`src/rtl/hazard_pkg.sv`:
```
// Shared types and constants for the pipeline hazard controller and its
// forwarding sub-units.
package hazard_pkg;

    typedef enum logic {
        RUN     = 1'b0,
        MEMWAIT = 1'b1
    } state_t;

    localparam int REG_W = 5;

    localparam logic [1:0] FWD_REG = 2'b00;
    localparam logic [1:0] FWD_WB  = 2'b01;
    localparam logic [1:0] FWD_MEM = 2'b10;

    // x0 is hardwired to zero, so a write to it never produces a dependency.
    function automatic logic reg_hit(
        input logic             en,
        input logic [REG_W-1:0] rd,
        input logic [REG_W-1:0] rs
    );
        return en && (rd != '0) && (rd == rs);
    endfunction

endpackage

```
`src/rtl/fwd_unit.sv`:
```
// Operand forwarding select for one EX source register; the younger MEM
// result takes precedence over the older WB result.
module fwd_unit
    import hazard_pkg::*;
(
    input  logic [REG_W-1:0] rs,
    input  logic [REG_W-1:0] ex_mem_rd,
    input  logic             ex_mem_regwrite,
    input  logic [REG_W-1:0] mem_wb_rd,
    input  logic             mem_wb_regwrite,
    output logic [1:0]       sel
);

    always_comb begin
        // NOTE: every output gets a default first so no path can infer a latch.
        sel = FWD_REG;
        if (reg_hit(ex_mem_regwrite, ex_mem_rd, rs)) begin
            sel = FWD_MEM;
        end else if (reg_hit(mem_wb_regwrite, mem_wb_rd, rs)) begin
            sel = FWD_WB;
        end
    end

endmodule

```
`src/rtl/hazard_ctrl.sv`:
```
// Pipeline sequencing controller: stall/flush/bubble generation, EX operand
// forwarding and the data-memory wait-state handshake with timeout.
module hazard_ctrl
    import hazard_pkg::*;
#(
    parameter int MEM_TIMEOUT = 15,
    parameter int CNT_W       = 16
) (
    input  logic             clk,
    input  logic             rst,

    input  logic [REG_W-1:0] id_rs1,
    input  logic [REG_W-1:0] id_rs2,
    input  logic             id_uses_rs1,
    input  logic             id_uses_rs2,

    input  logic [REG_W-1:0] id_ex_rs1,
    input  logic [REG_W-1:0] id_ex_rs2,
    input  logic [REG_W-1:0] id_ex_rd,
    input  logic             id_ex_memread,
    input  logic             ex_branch_taken,

    input  logic [REG_W-1:0] ex_mem_rd,
    input  logic             ex_mem_regwrite,
    input  logic             ex_mem_memread,
    input  logic             ex_mem_memwrite,

    input  logic [REG_W-1:0] mem_wb_rd,
    input  logic             mem_wb_regwrite,

    input  logic             dmem_ready,
    output logic             dmem_req,

    output logic             pc_stall,
    output logic             if_id_stall,
    output logic             id_ex_stall,
    output logic             ex_mem_stall,
    output logic             if_id_flush,
    output logic             id_ex_flush,
    output logic             mem_wb_bubble,

    output logic [1:0]       fwd_a,
    output logic [1:0]       fwd_b,

    output logic             dmem_timeout,
    output logic [CNT_W-1:0] stall_cnt
);

    localparam int                WAIT_W    = $clog2(MEM_TIMEOUT + 1);
    localparam logic [WAIT_W-1:0] WAIT_LAST = WAIT_W'(MEM_TIMEOUT - 1);

    state_t            state;
    state_t            state_nxt;
    logic [WAIT_W-1:0] wait_cnt;
    logic [WAIT_W-1:0] wait_cnt_nxt;
    logic              timeout_set;

    logic              mem_op;
    logic              freeze;
    logic              load_hit;
    logic              load_use;
    logic              branch_flush;
    logic [1:0]        fwd_a_sel;
    logic [1:0]        fwd_b_sel;

    assign mem_op = ex_mem_memread | ex_mem_memwrite;

    // ---------------------------------------------------------------
    // Memory wait-state FSM: next state and the freeze decision
    // ---------------------------------------------------------------
    always_comb begin
        state_nxt    = state;
        wait_cnt_nxt = wait_cnt;
        freeze       = 1'b0;
        timeout_set  = 1'b0;
        case (state)
            RUN: begin
                if (mem_op && !dmem_ready) begin
                    freeze       = 1'b1;
                    state_nxt    = MEMWAIT;
                    wait_cnt_nxt = '0;
                end
            end
            MEMWAIT: begin
                if (dmem_ready) begin
                    state_nxt = RUN;
                end else if (wait_cnt == WAIT_LAST) begin
                    // Forced release: the pipeline moves on without the data.
                    state_nxt   = RUN;
                    timeout_set = 1'b1;
                end else begin
                    freeze       = 1'b1;
                    wait_cnt_nxt = wait_cnt + WAIT_W'(1);
                end
            end
            default: state_nxt = RUN;
        endcase
    end

    // ---------------------------------------------------------------
    // Branch flush and load-use detection, ordered below the freeze
    // ---------------------------------------------------------------
    assign load_hit = reg_hit(id_uses_rs1, id_ex_rd, id_rs1)
                    | reg_hit(id_uses_rs2, id_ex_rd, id_rs2);

    assign branch_flush = ex_branch_taken & ~freeze;
    assign load_use     = ~freeze & ~ex_branch_taken & id_ex_memread & load_hit;

    // All controls are held quiet while reset is asserted.
    always_comb begin
        pc_stall      = 1'b0;
        if_id_stall   = 1'b0;
        id_ex_stall   = 1'b0;
        ex_mem_stall  = 1'b0;
        mem_wb_bubble = 1'b0;
        if_id_flush   = 1'b0;
        id_ex_flush   = 1'b0;
        dmem_req      = 1'b0;
        if (rst) begin
            pc_stall      = freeze | load_use;
            if_id_stall   = freeze | load_use;
            id_ex_stall   = freeze;
            ex_mem_stall  = freeze;
            mem_wb_bubble = freeze;
            if_id_flush   = branch_flush;
            id_ex_flush   = branch_flush | load_use;
            dmem_req      = mem_op;
        end
    end

    // ---------------------------------------------------------------
    // Forwarding
    // ---------------------------------------------------------------
    fwd_unit u_fwd_a (
        .rs              (id_ex_rs1),
        .ex_mem_rd       (ex_mem_rd),
        .ex_mem_regwrite (ex_mem_regwrite),
        .mem_wb_rd       (mem_wb_rd),
        .mem_wb_regwrite (mem_wb_regwrite),
        .sel             (fwd_a_sel)
    );

    fwd_unit u_fwd_b (
        .rs              (id_ex_rs2),
        .ex_mem_rd       (ex_mem_rd),
        .ex_mem_regwrite (ex_mem_regwrite),
        .mem_wb_rd       (mem_wb_rd),
        .mem_wb_regwrite (mem_wb_regwrite),
        .sel             (fwd_b_sel)
    );

    assign fwd_a = rst ? fwd_a_sel : FWD_REG;
    assign fwd_b = rst ? fwd_b_sel : FWD_REG;

    // ---------------------------------------------------------------
    // State, sticky timeout flag and saturating stall counter
    // ---------------------------------------------------------------
    always_ff @(posedge clk or negedge rst) begin
        if (!rst) begin
            // NOTE: sequential state uses non-blocking assignments so every
            // register samples pre-edge values regardless of block order.
            state    <= RUN;
            wait_cnt <= '0;
        end else begin
            state    <= state_nxt;
            wait_cnt <= wait_cnt_nxt;
        end
    end

    always_ff @(posedge clk or negedge rst) begin
        if (!rst) begin
            dmem_timeout <= 1'b0;
            stall_cnt    <= '0;
        end else begin
            if (timeout_set) begin
                dmem_timeout <= 1'b1;
            end
            if (pc_stall && !(&stall_cnt)) begin
                stall_cnt <= stall_cnt + CNT_W'(1);
            end
        end
    end

endmodule

```
`config.mk`:
```
export PLATFORM = sky130hd
export DESIGN_NAME = hazard_ctrl
export DESIGN_NICKNAME = d
export VERILOG_FILES = /design/src/rtl/hazard_pkg.sv /design/src/rtl/fwd_unit.sv /design/src/rtl/hazard_ctrl.sv
export SDC_FILE = /design/constraint.sdc
export NUM_CORES = 1
export LEC_CHECK = 0
export ABC_CLOCK_PERIOD_IN_PS = 2200
export BUFFER_PORTS_ARGS = -buffer_cell sky130_fd_sc_hd__buf_2
export CORE_ASPECT_RATIO = 1.25
export CORE_MARGIN = 5
export CORE_UTILIZATION = 35
export DETAILED_ROUTE_END_ITERATION = 10
export SYNTH_ARGS = -nofsm -noshare
export SYNTH_HDL_FRONTEND = slang
export SYNTH_SLANG_ARGS = --single-unit
```
`constraint.sdc`:
```
create_clock -name clk -period 2.2 [get_ports clk]
set_input_delay 0.11 -clock clk [delete_from_list [all_inputs] [get_ports clk]]
set_output_delay 0.11 -clock clk [all_outputs]
set_load 0.01 [all_outputs]
```
# Yosys cells after proc, flatten, opt, wreduce, memory -nomap -nowiden

Cells that the tools add are included.

Add/sub/neg operators: 2
Eq/ne operators: 10
Multiplexer cells: 22
Bitwise operators: 11
Reductions and logical operators: 19

Operators with widths:

| cell                  | number |
|---|---|
| $eq 5x5->1            | 6 |
| $add 16x1->16 const B | 1 |
| $reduce_and 16->1     | 1 |
| $reduce_bool 5->1     | 3 |
| $mux 1                | 13 |
| $logic_and 1x1->1     | 12 |
| $mux 4                | 3 |
| $mux 2                | 4 |
| $pmux 4 s2            | 1 |
| $ne 2x2->1 const B    | 3 |
| $add 4x1->4 const B   | 1 |
| $and 1x1->1           | 4 |
| $eq 4x4->1 const B    | 1 |
| $or 1x1->1            | 4 |
| $not 1->1             | 3 |
| $reduce_and 3->1      | 1 |
| $logic_not 1->1       | 2 |
| $pmux 1 s2            | 1 |

Flip-flop bits (word level): 22
Bits of input ports: 46
Output and inout bits: 29
Logic and storage cells: 68

# Depth between registers and ports, before layout

Gate-level depths: netlist of run 1.

Depth after elaboration: 11
Gate-level depth with buffers: 11
Gate-level depth less buffers: 9

# By module

From an unflattened synthesis of run 1, not the netlist that was laid out.

Cell total of the unflattened synthesis: 178
Area, all modules: 1710.4 sq um

Modules (own cells, without submodules):

| module      | instances | cells each | area an instance (sq um) | seq. area each (sq um) |
|---|---|---|---|---|
| hazard_ctrl | 1         | 138        | 1407.6                   | 550.5 |
| fwd_unit    | 2         | 20         | 151.4                    | 0.0 |

# Worst setup path before layout of run 1

OpenSTA, ideal clock, no wires.

Path type: register to register
From: reg wait_cnt[0]
To: reg stall_cnt[1]
Library setup time: 0.128 ns
Data arrival time: 1.851 ns
Required time: 2.072 ns
Path slack: 0.222 ns
Cell stages (with the launch flop): 11
Buffers on the path: 1
Clock period less this slack: 1.978 ns
Cell sequence: dfrtp_1 -> inv_1 -> ha_1 -> and3_1 -> a21o_1 -> inv_2 -> and2_4 -> a21o_1 -> buf_6 -> nand2_1 -> mux2_1

Longest elaborated chain between the ends: 11

RTL lines:

| item                     | RTL line           | RTL |
|---|---|---|
| from (decl)              | hazard_ctrl.sv:54  | `logic [WAIT_W-1:0] wait_cnt;` |
| from (signal assigned)   | hazard_ctrl.sv:166 | `wait_cnt <= wait_cnt_nxt;` |
| $eq 4x4->1 (*)           | hazard_ctrl.sv:87  | `end else if (wait_cnt == WAIT_LAST) begin` |
| $mux 1 (*)               | hazard_ctrl.sv:87  |  |
| $mux 1 (*)               | hazard_ctrl.sv:85  | `if (dmem_ready) begin` |
| $pmux 1 s2 (*)           | hazard_ctrl.sv:76  | `case (state)` |
| named net freeze         | hazard_ctrl.sv:59  | `logic freeze;` |
| $not 1->1                | hazard_ctrl.sv:107 | `assign load_use = ~freeze & ~ex_branch_taken & id_ex_memread & load_hit;` |
| $and 1x1->1 (3 in a row) | hazard_ctrl.sv:107 |  |
| $or 1x1->1 (*)           | hazard_ctrl.sv:120 | `pc_stall = freeze \| load_use;` |
| $mux 1 (*)               | hazard_ctrl.sv:119 | `if (rst) begin` |
| $logic_and 1x1->1 (*)    | hazard_ctrl.sv:178 | `if (pc_stall && !(&stall_cnt)) begin` |
| to (signal assigned)     | hazard_ctrl.sv:179 | `stall_cnt <= stall_cnt + CNT_W'(1);` |
| to (decl)                | hazard_ctrl.sv:46  | `output logic [CNT_W-1:0] stall_cnt` |

The timed path passes the listed nets; every way through them passes the cells marked *.
A chain may end at the register's enable or synchronous reset.

# Worst setup path after layout of run 1

From: reg wait_cnt[0]
To: out if_id_stall

Longest elaborated chain between the ends: 10

RTL lines:

| item                     | RTL line           | RTL |
|---|---|---|
| $eq 4x4->1 (*)           | hazard_ctrl.sv:87  |  |
| $mux 1 (*)               | hazard_ctrl.sv:87  |  |
| $mux 1 (*)               | hazard_ctrl.sv:85  |  |
| $pmux 1 s2 (*)           | hazard_ctrl.sv:76  |  |
| named net freeze         | hazard_ctrl.sv:59  |  |
| $not 1->1                | hazard_ctrl.sv:107 |  |
| $and 1x1->1 (3 in a row) | hazard_ctrl.sv:107 |  |
| $or 1x1->1 (*)           | hazard_ctrl.sv:121 | `if_id_stall = freeze \| load_use;` |
| $mux 1 (*)               | hazard_ctrl.sv:119 |  |
| to (decl)                | hazard_ctrl.sv:35  | `output logic if_id_stall,` |

Marked as above.

==> impl_metrics.py, run 1 <==
metrics = {
    "status": {
        "outcome": "complete, no violations",
    },
    "synth": {
        "synth-compound-area-share_pct": 9.83,
        "synth-main-ff-cell": "dfrtp_1",
        "ys_seq_elements": 22,
        "synth_seq_area_share_pct": 34.6,
        "synthAdderAreaFrac_pct": 2.36,
        "synth.area.top_cells": "dfrtp_1 35%, xnor2_1 14%, xor2_1 8.3%",
        "synthXorXnorAreaFrac_pct": 22.6,
        "synth_area_um2": 1590,
        "synth-edff-count": 0,
        "async_reset_ff_share_pct": 100,
        "syn_area_per_cell_um2": 9.53,
        "syn_inst": 167,
        "yosysTopAreaCell": "dfrtp_1",
        "synth_fp_nets": 216,
        "synthSimpleGateAreaFrac_pct": 24.9,
        "synth_top_family_by_area": "simple AND/OR/NAND/NOR gates",
        "synth.yosys.warnings": 0,
        "ys_types": 42,
        "synth.area.mux_share_pct": 2.12,
        "synth_top_area_share_pct": 34.6,
    },
    "detailed_routing": {
        "antenna_left": 0,
        "drt-initial-drc-count": 36,
        "vias_per_cell": 5.02,
        "routedWlPerCell_um": 13.4,
        "drt_pass1_iterations": 4,
        "wl_um": 4100,
        "num_vias": 1536,
        "drc": 0,
    },
    "hold_path": {
        "min_from": "dmem_ready",
        "min_path_type": "input port to flop",
    },
    "clock_network": {
        "clockRootBuffer": "clkbuf_8",
        "cts_tree": "done",
        "path_clk_slew_ps": 80,
        "numCtsBuffers": 3,
        "cts_sinks": 22,
        "clockBufferDepth": 2,
        "insertion_delay_ps": 260,
        "h-tree-depth": 1,
    },
    "sta": {
        "worstMarginPinSlew_ps": 399,
        "holdWs_ps": 200,
        "period_share_pct": 96.2,
        "max_slew_margin_pct": 73.2,
        "clock.fmax_ghz": 0.472,
        "finalHoldViolCount": 0,
        "timing.setup.tns_ps": 0,
        "worst_clock_skew_ps": 8.26,
        "final-setup-viol-count": 0,
        "fin_crit_ps": 2120,
        "drv_slew": 0,
    },
    "cells_and_area": {
        "final_common_cell": "buf_2",
        "final_cell_area_um2": 2140,
        "antenna_cells": 0,
        "area_delta_synth_final_pct": 34.5,
        "postLayoutCoreUtil_pct": 48.7,
        "final_cell_mix": "74 x buf_2, 26 x xnor2_1, 22 x dfrtp_1, 15 x xor2_1, 12 x nand3_1",
        "drive_gt1_share_pct": 36.7,
        "layout.nets": 298,
    },
    "setup_path": {
        "cp_cell_sequence": "inv_1 -> ha_2 -> and3_4 -> a21o_1 -> inv_2 -> and2_4 -> a21o_4 -> buf_4 -> buf_2",
        "crit_slowest_cell": "dfrtp_1",
        "crit_required_ps": 2090,
        "cp-end-kind": "output port",
        "critical_path_arrival_ps": 2010,
        "crit_fanout": 7,
        "cp-start-kind": "flop",
        "crit_path_start": "wait_cnt[0]",
        "critical_path_class": "flop to output port",
        "cpPeakStageDelay_ps": 420,
        "r2r_start": "wait_cnt[0]",
    },
    "placed_design": {
        "gp_congestion": 0.880,
        "place_area_um2": 2040,
        "port_buffers": 74,
        "dp_hpwl_um": 3360,
    },
    "grt": {
        "grt_util_met1_pct": 15.2,
        "grt_max_degree": 19,
        "grt_pass1_wl_um": 6760,
        "gr-total-overflow": 0,
        "gr-usage-met2_pct": 24.1,
        "grt-busiest-layer": "met2",
        "grt_pass1_vias": 1576,
        "grt_usage_pct": 13.5,
        "met3_usage_pct": 3.55,
        "antenna_found_initial": 0,
    },
    "floorplan": {
        "rows": 27,
        "coreArea_um2": 4390,
        "die_w_um": 70.3,
        "die_h_um": 85.4,
        "die_area_um2": 6000,
        "start_util_pct": 36.2,
        "io_pins": 75,
    },
    "power_and_ir_drop": {
        "leakage_nw": 1.06,
        "power_density_nw_per_um2": 598,
        "vdd_drop_max_uv": 384,
    },
    "job": {
        "max_cap_violations": 0,
    },
}
layer usage:
layer / vias up / wire [µm]
met5: - / 0
met1: 702 / 1710
met4: 0 / 44
met3: 4 / 403
met2: 63 / 1940
li1: 767 / -
kinds of logic (layout without fill, tap and decap cells):
logic type | after synthesis | count (layout)
adder cells (fa/ha/maj) | 3 | 3
buffers and inverters | 8 | 89
multiplexers | 3 | 3
XOR/XNOR | 41 | 41
AND/OR/NAND/NOR | 67 | 67
flip-flops | 22 | 22
AO/OA/AOI/OAI | 23 | 23
area by class of cell:
| class | instances | area, µm² |
|---|---|---|
| multi-input combinational | 137 | 998 |
| clock buffer | 3 | 41.3 |
| timing repair buffer | 83 | 440 |
| fill | 445 | 2250 |
| inverter | 2 | 7.51 |
| tap | 58 | 72.6 |
| sequential | 22 | 551 |
| clock inverter | 1 | 30.0 |
sequential cells by signal, summed over array words and instances (netlist names):
| name | count |
|---|---|
| dmem_timeout | 1 |
| wait_cnt | 4 |
| stall_cnt | 16 |
| state | 1 |
metrics by stage:
step                worst slack [ps]  total power, mW  instances
detailed placement              87.5            0.914        300
global placement                 158            0.909        300
floorplan                        222            0.745        167
global route                   -22.3             1.37        306
finish                          82.6             1.28        306
CTS                             33.6             1.30        305
cells in the mapped netlist, types with 2 or more instances:
| library cell | instances |
|---|---|
| o21ai_0 | 6 |
| and2_1 | 3 |
| nand3_1 | 12 |
| nor3_1 | 2 |
| nand2_1 | 7 |
| nor2_1 | 3 |
| nand4_1 | 9 |
| a22o_1 | 2 |
| a21boi_0 | 2 |
| ha_1 | 3 |
| xor2_1 | 15 |
| mux2_1 | 3 |
| a21o_1 | 2 |
| nand2b_1 | 2 |
| xnor2_1 | 26 |
| or4_1 | 5 |
| and3_1 | 11 |
| nor4_1 | 4 |
| dfrtp_1 | 22 |
| o31ai_1 | 2 |
| nor2b_1 | 2 |
| buf_6 | 2 |
| buf_4 | 3 |
worst paths after layout:
check	endpoint	slack, ps	cells after the start
max	if_id_stall	80	9
min	dmem_timeout	200	3
max reg2reg	stall_cnt[1]	210	9
min reg2reg	dmem_timeout	480	1
max in group asynchronous	dmem_timeout	1420	3
min in group asynchronous	stall_cnt[1]	250	2
worst max-delay path: cells and delay by family (launching register included):
family	cells	cell delay (ps)
adders and majority gates	1	180
and+or+nand+nor	2	350
AOI/OAI and AO/OA	2	360
buffers and inverters	4	430
DFF	1	420
timing repair:
item,4_1_cts,5_1_grt
hold buffers,1,0
resized for setup,1,3
endpoints found under the setup margin,2,2
endpoints found under the hold margin,5,0
setup buffers,0,1
pin swaps,0,1
where the power goes:
group | switching [mW] | total, mW | internal (mW)
combinational | 0.173 | 0.357 | 0.184
sequential | 0.0833 | 0.547 | 0.463
clock | 0.133 | 0.376 | 0.243
total | 0.389 | 1.28 | 0.891
Note: power is estimated with default switching activity, not from simulation.
==> inputs of run 2 (changes only) <==
HOLD_SLACK_MARGIN = 0.08   (was unset)
SETUP_SLACK_MARGIN = 0.4   (was unset)
==> impl_metrics.py, run 2 (synthesis gave the netlist of run 1 again) <==
metrics = {
    "clock_network": {
        "numCtsBuffers": 3,
        "clockBufferDepth": 2,
        "h-tree-depth": 1,
        "clockRootBuffer": "clkbuf_8",
        "path_clk_slew_ps": 90,
        "insertion_delay_ps": 260,
        "cts_tree": "done",
        "cts_sinks": 22,
    },
    "floorplan": {
        "die_h_um": 85.4,
        "start_util_pct": 36.2,
        "coreArea_um2": 4390,
        "die_w_um": 70.3,
        "rows": 27,
        "die_area_um2": 6000,
        "io_pins": 75,
    },
    "power_and_ir_drop": {
        "vdd_drop_max_uv": 363,
        "power_density_nw_per_um2": 573,
        "leakage_nw": 1.19,
    },
    "sta": {
        "max_slew_margin_pct": 76.6,
        "worst_clock_skew_ps": 8.51,
        "worstMarginPinSlew_ps": 348,
        "clock.fmax_ghz": 0.522,
        "finalHoldViolCount": 0,
        "rsz0062_at_grt": "yes",
        "drv_slew": 0,
        "final-setup-viol-count": 0,
        "period_share_pct": 87.1,
        "fin_crit_ps": 1920,
        "timing.setup.tns_ps": 0,
    },
    "grt": {
        "grt_max_degree": 14,
        "grt_pass1_vias": 1659,
        "grt_usage_pct": 14.9,
        "antenna_found_initial": 0,
        "grt_pass1_wl_um": 7420,
        "gr-total-overflow": 0,
    },
    "placed_design": {
        "port_buffers": 74,
        "gp_congestion": 0.940,
        "dp_hpwl_um": 3570,
        "place_area_um2": 2060,
    },
    "setup_path": {
        "r2r-end": "stall_cnt[14]",
        "worst-path-buf-inv": 3,
        "cp-start-kind": "flop",
        "crit_family": "simple AND/OR/NAND/NOR gates",
        "critical_path_class": "flop to flop",
        "cp_cell_sequence": "inv_2 -> ha_4 -> and3_4 -> a21o_1 -> inv_2 -> and2_4 -> a21o_4 -> buf_6 -> nand4_1 -> mux2_4",
        "reg2regPathDepth": 10,
        "r2r_start": "wait_cnt[0]",
        "critical_path_arrival_ps": 2070,
        "worst-path-stages": 10,
        "reg2reg_slack_ps": 280,
        "cpPeakStageDelay_ps": 390,
        "cp-end-kind": "flop",
        "crit_path_start": "wait_cnt[0]",
        "crit_end": "stall_cnt[14]",
        "crit_fanout": 5,
        "crit_slowest_cell": "dfrtp_1",
        "crit_required_ps": 2360,
        "critPathMostFrequentCell": "inv_2",
    },
    "cells_and_area": {
        "drive_gt1_share_pct": 46.6,
        "final_common_cell": "buf_2",
        "final-seq-area_um2": 551,
        "top_register": "stall_cnt",
        "reg_top3": "stall_cnt x16, wait_cnt x4",
        "final_cell_mix": "68 x buf_2, 25 x xnor2_1, 22 x dfrtp_1, 18 x buf_4, 15 x xor2_1",
        "postLayoutCoreUtil_pct": 55.1,
        "n_fill_cell": 405,
        "area_delta_synth_final_pct": 52.1,
        "largest_reg_flops": 16,
        "antenna_cells": 0,
        "multi_input_area_um2": 1080,
        "layout.nets": 316,
        "final_cell_area_um2": 2420,
    },
    "status": {
        "outcome": "complete, no violations",
    },
    "detailed_routing": {
        "antenna_left": 0,
        "routedWlPerCell_um": 14.7,
        "wl_um": 4760,
        "vias_per_cell": 5.05,
        "drt_pass1_iterations": 4,
        "num_vias": 1636,
        "drc": 0,
        "drt-initial-drc-count": 33,
    },
    "hold_path": {
        "min_path_type": "input port to flop",
        "hold_path_depth": 3,
    },
    "job": {
        "max_cap_violations": 0,
    },
}
-- run 2: cell count changes in the layout (fill, tap and decap cells not counted), sizes merged --
cell	delta
buf	+18
-- run 2: final cells by class --
| class | instances | share of cell area [%] |
|---|---|---|
| clock buffer | 3 | 1.71 |
| clock inverter | 1 | 1.24 |
| inverter | 2 | 0.310 |
| multi-input combinational | 137 | 44.4 |
| sequential | 22 | 22.7 |
| tap | 58 | 3.00 |
| timing repair buffer | 101 | 26.6 |
-- run 2: tightest hold or removal path, delay by kind of cell --
kind,cells,cell delay [ps]
buf+inv,1,110
simple gates,1,140
compound gates,1,70
-- run 2: how the worst min path moves through the flow --
stage | startpoint | end
final | dmem_ready | dmem_timeout
after global routing | dmem_ready | dmem_timeout
after CTS | dmem_ready | dmem_timeout
after detailed placement | rst | wait_cnt[0]
after global placement | rst | wait_cnt[1]
after floorplan | rst | dmem_timeout
-- run 2: stage by stage --
stage	cells	setup WS, ps	hold WS [ps]	total power [mW]
floorplan	167	260	-186	0.748
global placement	299	178	-22.0	0.917
detailed placement	299	118	-13.3	0.924
CTS	315	264	212	1.35
global route	324	210	253	1.46
finish	324	283	208	1.39
-- run 2: timing repair --
item,CTS,global route
hold endpoints to repair,22,0
setup endpoints to repair,18,24
hold buffers,1,0
gates resized for setup,14,18
setup buffers,11,9
pin swaps,5,7
-- run 2: where the power goes --
group / switching, mW / internal, mW
registers: 0.0865 / 0.463
clock network: 0.138 / 0.243
logic: 0.205 / 0.250
-- run 2: routing by layer --
layer / vias up / global-route usage [%] / part of all wire, %
li1: 805 / - / -
met1: 745 / 17.3 / 39
met2: 80 / 26.0 / 49
met3: 6 / 4.27 / 10
met4: 0 / 4.88 / 1.4
met5: - / 0 / 0
==> inputs of run 3 (changes only) <==
CELL_PAD_IN_SITES_DETAIL_PLACEMENT = 0   (was unset)
CELL_PAD_IN_SITES_GLOBAL_PLACEMENT = 1   (was unset)
CORE_UTILIZATION = 34   (was 35)
PLACE_DENSITY_LB_ADDON = 0.1   (was unset)
==> impl_metrics.py, run 3 (synthesis gave the netlist of run 1 again) <==
metrics = {
    "clock_network": {
        "path_clk_slew_ps": 80,
        "cts_sinks": 22,
        "clockRootBuffer": "clkbuf_8",
        "h-tree-depth": 1,
        "clockBufferDepth": 2,
        "numCtsBuffers": 3,
        "cts_tree": "done",
        "insertion_delay_ps": 260,
    },
    "placed_design": {
        "port_buffers": 74,
        "dp_hpwl_um": 3450,
        "gp_congestion": 0.791,
    },
    "grt": {
        "antenna_found_initial": 0,
        "grt_usage_pct": 14.8,
        "grt_pass1_vias": 1651,
        "grt_pass1_wl_um": 7540,
        "gr-total-overflow": 0,
        "grt_max_degree": 28,
    },
    "cells_and_area": {
        "final_common_cell": "buf_2",
        "layout.nets": 317,
        "postLayoutCoreUtil_pct": 54.8,
        "n_fill_cell": 434,
        "top_register": "stall_cnt",
        "area_delta_synth_final_pct": 53.6,
        "antenna_cells": 0,
        "final-seq-area_um2": 551,
        "multi_input_area_um2": 1110,
        "reg_top3": "stall_cnt x16, wait_cnt x4",
        "final_cell_mix": "71 x buf_2, 23 x xnor2_1, 22 x dfrtp_1, 20 x buf_4, 15 x xor2_1",
        "drive_gt1_share_pct": 47.6,
        "largest_reg_flops": 16,
    },
    "status": {
        "outcome": "complete, no violations",
    },
    "setup_path": {
        "critical_path_class": "flop to flop",
        "cp_cell_sequence": "inv_2 -> ha_4 -> and3_4 -> a21o_1 -> inv_2 -> and2_4 -> a21o_4 -> buf_12 -> nand4_1 -> mux2_4",
        "critical_path_arrival_ps": 2130,
        "crit_path_start": "wait_cnt[0]",
        "r2r_start": "wait_cnt[0]",
        "crit_family": "simple AND/OR/NAND/NOR gates",
        "crit_slowest_cell": "dfrtp_1",
        "cp-end-kind": "flop",
        "crit_required_ps": 2350,
        "cpPeakStageDelay_ps": 390,
        "cp-start-kind": "flop",
        "crit_fanout": 5,
        "worst-path-buf-inv": 3,
        "critPathMostFrequentCell": "inv_2",
    },
    "sta": {
        "drv_slew": 0,
        "fin_crit_ps": 1980,
        "max_slew_margin_pct": 72.3,
        "timing.setup.tns_ps": 0,
        "final-setup-viol-count": 0,
        "holdWs_ps": 212,
        "worst_clock_skew_ps": 5.95,
        "period_share_pct": 90.1,
        "finalHoldViolCount": 0,
        "worstMarginPinSlew_ps": 411,
        "clock.fmax_ghz": 0.504,
        "rsz0062_at_grt": "yes",
    },
    "detailed_routing": {
        "num_vias": 1642,
        "drt-initial-drc-count": 44,
        "vias_per_cell": 5.05,
        "wl_um": 4760,
        "routedWlPerCell_um": 14.6,
        "drt_pass1_iterations": 4,
        "antenna_left": 0,
        "drc": 0,
    },
    "floorplan": {
        "die_h_um": 86.5,
        "die_area_um2": 6160,
        "start_util_pct": 35.7,
        "coreArea_um2": 4460,
        "io_pins": 75,
        "die_w_um": 71.2,
        "rows": 27,
    },
    "hold_path": {
        "min_from": "dmem_ready",
        "min_path_type": "input port to flop",
    },
    "job": {
        "max_cap_violations": 0,
    },
    "power_and_ir_drop": {
        "leakage_nw": 1.20,
        "power_density_nw_per_um2": 581,
        "vdd_drop_max_uv": 446,
    },
}
==> run 3: final timing paths <==
check                                endpoint  slack (ps)  cells past startpoint
worst max register to register  stall_cnt[14]         220                     10
min in group asynchronous        stall_cnt[9]         470                      3
worst min-delay path             dmem_timeout         210                      3
max in group asynchronous       stall_cnt[14]        1470                      3
worst max-delay path            stall_cnt[14]         220                     10
worst min register to register  stall_cnt[12]         480                      1
==> run 3: worst register-to-register path, stage by stage, from the launching register on <==
cell     delay [ps]
dfrtp_1         390
inv_2            80
ha_4            120
and3_4          180
a21o_1          150
inv_2            40
and2_4          140
a21o_4          220
buf_12          130
nand4_1         100
mux2_4          310
==> run 3: routing by layer <==
layer / vias to the layer above / routed length [µm] / track usage, % / share of wire, %
met4: 0 / 82 / 5.13 / 1.7
met2: 73 / 2270 / 24.5 / 48
met3: 8 / 436 / 4.29 / 9.2
met1: 751 / 1970 / 18.3 / 41
li1: 810 / - / - / -
met5: - / 0 / 0 / 0
==> run 3: area by class of cell <==
| type | count | area share, % |
|---|---|---|
| Sequential cell | 22 | 22.5 |
| Clock buffer | 3 | 1.69 |
| Tap cell | 58 | 2.97 |
| Timing Repair Buffer | 102 | 26.0 |
| Clock inverter | 1 | 1.23 |
| Multi-Input combinational cell | 137 | 45.2 |
| Inverter | 2 | 0.307 |
==> run 3: metrics by stage <==
stage,cells,worst slack [ps],cell area [µm²],total power [mW]
global placement,301,190,2070,0.937
global route,325,173,2440,1.50
floorplan,167,260,1620,0.748
CTS,317,254,2310,1.37
finish,325,217,2440,1.42
detailed placement,301,138,2070,0.935
==> run 3: power breakdown <==
| group | internal (mW) | total [mW] | switching [mW] |
|---|---|---|---|
| combinational | 0.274 | 0.512 | 0.238 |
| sequential | 0.463 | 0.529 | 0.0658 |
| clock | 0.243 | 0.380 | 0.137 |
| total | 0.980 | 1.42 | 0.440 |
==> run 3: repair_timing <==
action | 4_1_cts | 5_1_grt
hold buffers | 1 | 0
pin swaps | 9 | 6
cloned | 0 | 0
resized for setup | 15 | 13
endpoints found under the setup margin | 18 | 21
setup buffers | 11 | 8
endpoints found under the hold margin | 22 | 0
